File: src/rtl/input_unit.sv
// input_unit
//   User-input front end of the datapath, the counterpart of the display unit.
//   It synchronizes and debounces the active-low run key and latches the
//   switches as an instruction word on each accepted press. It then issues a
//   one-cycle RUN request and holds BUSY until the controller reports DONE.
//   While the controller is running, it places the live switch value on the
//   shared bus whenever EXTRN is asserted.
//
// Parameters
//   DEB_CYCLES  consecutive stable synchronized samples needed to change the
//               debounced key state (>= 1). Use 4 for simulation and 250000
//               on the board.
//
// Ports
//   CLK      in   1   system clock, rising edge
//   RSTb     in   1   synchronous active-low reset
//   SW       in  10   raw switches (asynchronous)
//   KEYb     in   1   raw run key, active-low (asynchronous, bouncing)
//   EXTRN    in   1   controller wants external data on the bus
//   DONE     in   1   controller end-of-instruction
//   INSTR    out 10   instruction word latched at the accepted press
//   RUN      out  1   one-cycle start request
//   BUSY     out  1   high from issue until DONE is accepted
//   BUS_OUT  out 10   data for the shared bus (zero when not driving)
//   BUS_EN   out  1   bus-drive enable
//   OVR      out  1   sticky: a press was dropped while busy

module input_unit #(
  parameter int DEB_CYCLES = 4
) (
  input  logic       CLK,
  input  logic       RSTb,
  input  logic [9:0] SW,
  input  logic       KEYb,
  input  logic       EXTRN,
  input  logic       DONE,
  output logic [9:0] INSTR,
  output logic       RUN,
  output logic       BUSY,
  output logic [9:0] BUS_OUT,
  output logic       BUS_EN,
  output logic       OVR
);

  localparam int             CNT_W    = $clog2(DEB_CYCLES + 1);
  localparam logic [CNT_W-1:0] CNT_LAST = CNT_W'(DEB_CYCLES - 1);

  typedef enum logic [1:0] {
    IDLE,
    ISSUE,
    WAIT
  } state_t;

  state_t           state;
  state_t           next_state;

  logic             key_m;
  logic             key_s;
  logic [9:0]       sw_m;
  logic [9:0]       sw_s;

  logic             db;
  logic             db_last;
  logic [CNT_W-1:0] cnt;
  logic             press;

  // Two-flop synchronizers; the key idles released (1).
  always_ff @(posedge CLK) begin
    if (!RSTb) begin
      key_m <= 1'b1;
      key_s <= 1'b1;
      sw_m  <= '0;
      sw_s  <= '0;
    end else begin
      key_m <= KEYb;
      key_s <= key_m;
      sw_m  <= SW;
      sw_s  <= sw_m;
    end
  end

  // Debouncer: db only follows key_s after DEB_CYCLES consecutive differing
  // samples; any agreeing sample restarts the count. The press pulse is a
  // registered falling-edge detect of db, so only a debounced press (1->0)
  // produces it, never a release.
  always_ff @(posedge CLK) begin
    if (!RSTb) begin
      db      <= 1'b1;
      db_last <= 1'b1;
      cnt     <= '0;
      press   <= 1'b0;
    end else begin
      db_last <= db;
      press   <= db_last & ~db;
      if (key_s == db) begin
        cnt <= '0;
      end else if (cnt == CNT_LAST) begin
        db  <= key_s;
        cnt <= '0;
      end else begin
        cnt <= cnt + CNT_W'(1);
      end
    end
  end

  // State register plus the instruction latch and overrun flag. A press is
  // only accepted in IDLE; anywhere else it is dropped and recorded in OVR,
  // which clears when the next press is accepted.
  always_ff @(posedge CLK) begin
    if (!RSTb) begin
      state <= IDLE;
      INSTR <= '0;
      OVR   <= 1'b0;
    end else begin
      state <= next_state;
      if (press) begin
        if (state == IDLE) begin
          INSTR <= sw_s;
          OVR   <= 1'b0;
        end else begin
          OVR   <= 1'b1;
        end
      end
    end
  end

  // Next state and outputs. DONE is only honoured in WAIT, so a DONE that
  // coincides with the RUN cycle cannot skip the wait.
  always_comb begin
    next_state = state;
    RUN        = 1'b0;
    BUSY       = 1'b0;
    BUS_EN     = 1'b0;
    BUS_OUT    = '0;

    case (state)
      IDLE: begin
        if (press) next_state = ISSUE;
      end
      ISSUE: begin
        RUN        = 1'b1;
        BUSY       = 1'b1;
        next_state = WAIT;
      end
      WAIT: begin
        BUSY   = 1'b1;
        BUS_EN = EXTRN;
        if (EXTRN) BUS_OUT = sw_s;
        if (DONE)  next_state = IDLE;
      end
      default: begin
        next_state = IDLE;
      end
    endcase
  end

endmodule

File: config.mk
export PLATFORM = sky130hd
export DESIGN_NAME = input_unit
export DESIGN_NICKNAME = d
export VERILOG_FILES = /design/src/rtl/input_unit.sv
export SDC_FILE = /design/constraint.sdc
export NUM_CORES = 1
export LEC_CHECK = 0
export ABC_AREA = 1
export CAP_MARGIN = 0
export CORE_MARGIN = 2
export CORE_UTILIZATION = 35
export CTS_CLUSTER_DIAMETER = 150
export DETAILED_ROUTE_END_ITERATION = 10
export GPL_TIMING_DRIVEN = 1
export SLEW_MARGIN = 40
export SYNTH_ARGS = -nofsm -noshare
export SYNTH_HDL_FRONTEND = slang
export SYNTH_SLANG_ARGS = --single-unit
File: constraint.sdc
create_clock -name CLK -period 2.3 [get_ports CLK]
set_input_delay 0.575 -clock CLK [delete_from_list [all_inputs] [get_ports CLK]]
set_output_delay 0.575 -clock CLK [all_outputs]
set_load 0.005 [all_outputs]
==> out/summary.txt <==
Status: finished, final reports clean
CP Data Arrival Time: 1.61 ns
Crit-path leading delay family: buffers and inverters
CP Launch Type: register
CTS Buf Count: 5
FF+latch count, synth: 41
DRT Pass-1 Iters: 4
GRT overflow: 0
WS Path Type: register to output pin
WL per Instance: 8.53 um
Layout cell share with drive strength beyond 1: 8.30%
Total number of vias: 1088
Crit-path slowest cell: clkdlybuf4s50_1
Slew at the pin closest to its max-slew limit: 0.356 ns
VDD IR max: 0.405 mV
Final hold slack: 0.412 ns
Fillers: 411
Clock sink count: 41
Final Net Count: 250
Endpoints failing setup: 0
Global-route wire length before repair: 4260 um
Clk Latency, worst-skew pair: 0.29 ns
Period utilization: 95.2%
Root Driver: clkbuf_8
Most common cell after layout, fill and taps aside: dfxtp_1
Die W: 69.4 um
Sequential share of the synthesized area: 54.8%
Final hold vios: 0
Critical path endpoint category: output pin
Antenna violations before repair: 0
DR iter-0 viols: 43
Slew Limit Fails: 0
Netlist Area Pre-Place: 1500 um2
Hold WC Path Type: register to register
Critical Path RT: 1.73 ns
Io pins: 39
Layout Cells excl Fill: 279
Clock buffer depth: 2
Storage element area: 821 um2
Crit Path Max Fanout: 7
Routed vias/inst: 3.90
Starting Density: 36.9%
H-tree depth: 2
Hold-fix buffers, CTS: 0
Tot Pwr: 1.44 mW
Syn nets: 208
Syn Area/Cell: 8.05 um2
CTS tree: yes
Core area: 4060 um2
Fmax: 457 MHz
Routability cong.: 0.759
Top area cells in the synthesized netlist: dfxtp_1, nor2_1, nand2_1, inv_1, ha_1
Critical path's largest stage delay: 0.50 ns
Largest net degree at the start of global routing: 28
DP Worst Slack: -0.172 ns
Post-route ant nets: 0
Leading area contributor after synthesis: dfxtp_1
Unique cell type count in the Yosys netlist: 15
Setup_tns: 0 ns
Die height: 69.4 um
DP Area: 1910 um2
Max Cap Viol: 0
Post-synth top area share: 54.8%
Reg clk slew, reported paths: 0.08 ns
Commonest cells after routing, fill and taps aside: dfxtp_1, nor2_1, nand2_1
Leak: 0.997 nW
Worst setup margin: 0.111 ns
Slew HR: 76.2%
Worst Skew: 0.00681 ns
Detailed Route WL: 2380 um
Final core occ: 49.5%
Multi-input gate area: 479 um2
Die area: 4810 um2
Tmin final: 2.19 ns
Crit path buf inv count: 3
Number of diodes: 0
Num rows: 23
Area Growth Syn to Fin: 34.2%
Syn. warnings: 0
Detailed-route DRC error count: 0
Crit path cell chain: inv_2 > ha_1 > inv_4 > nor2_1 > clkdlybuf4s50_1
GRT Overall Usage: 11.2%
Power per Cell Area: 716 nW/um2
DP Cell Count: 269
Vias in the first global route: 1000
Unrepaired setup endpoints after global routing: false
HPWL after detailed placement: 1760 um
Cells after synthesis: 186
Port bufs: 38
Final Cell Area: 2010 um2
-- synthesized netlist by cell type --
master and count:
dfxtp_1 41, nor2_1 39, nand2_1 37, inv_1 32, o21ai_0 12, ha_1 7
buf_6 4, a21oi_1 3, buf_4 2, inv_2 2, nand3_1 2, or2_2 2
a21oi_2 1, buf_2 1, clkinv_1 1
-- worst paths after layout --
| path | to | from | slack (ns) | depth (start not counted) |
|---|---|---|---|---|
| setup / recovery | BUS_OUT[8] | state[0] | 0.11 | 5 |
| hold / removal | press | db_last | 0.41 | 2 |
| setup reg to reg | INSTR[3] | state[0] | 0.95 | 6 |
| hold reg to reg | press | db_last | 0.41 | 2 |
-- repair_timing --
| item | 4_1_cts | 5_1_grt |
|---|---|---|
| resized for setup | 9 | 2 |
| endpoints found under the hold margin | 0 | 0 |
| buffers inserted | 2 | 0 |
| endpoints found under the setup margin | 11 | 6 |
-- cell type report --
type	instances	share of cell area, %
inverter	35	6.67
tap	50	3.12
timing repair buffer	42	21.2
clock buffer	5	3.43
clock inverter	3	0.872
multi-input combinational	103	23.9
sequential	41	40.9
-- metal layers --
metal	global-route usage (%)	up-vias	wire length, um
met4	5.88	0	14
li1	-	624	-
met5	0	-	0
met3	4.80	2	146
met2	16.2	27	1040
met1	13.9	435	1180
-- sequential cells by signal, indices dropped and copies added (netlist names), 2 cells and up --
signal  count
sw_m       10
cnt         3
state       2
sw_s       10
INSTR      10
-- worst reg2reg max path: stages, from the launching register on --
cell and delay [ns]:
dfxtp_1 0.38, inv_2 0.07, ha_1 0.21, nand2_1 0.24, inv_2 0.16, nor2_1 0.12, nor2_1 0.05
-- cell families after synthesis --
kind of cell / count (synthesis) / synth area share (%)
AOI/OAI and AO/OA: 16 / 5.60
and+or+nand+nor: 80 / 20.6
DFF: 41 / 54.8
buffers and inverters: 42 / 13.1
adders and majority gates: 7 / 5.85
-- power breakdown --
group / switching, mW / total [mW] / internal, mW
logic: 0.109 / 0.231 / 0.121
registers: 0.0176 / 0.757 / 0.739
clock network: 0.240 / 0.450 / 0.209
No activity file was read; power rests on OpenSTA's default activity.
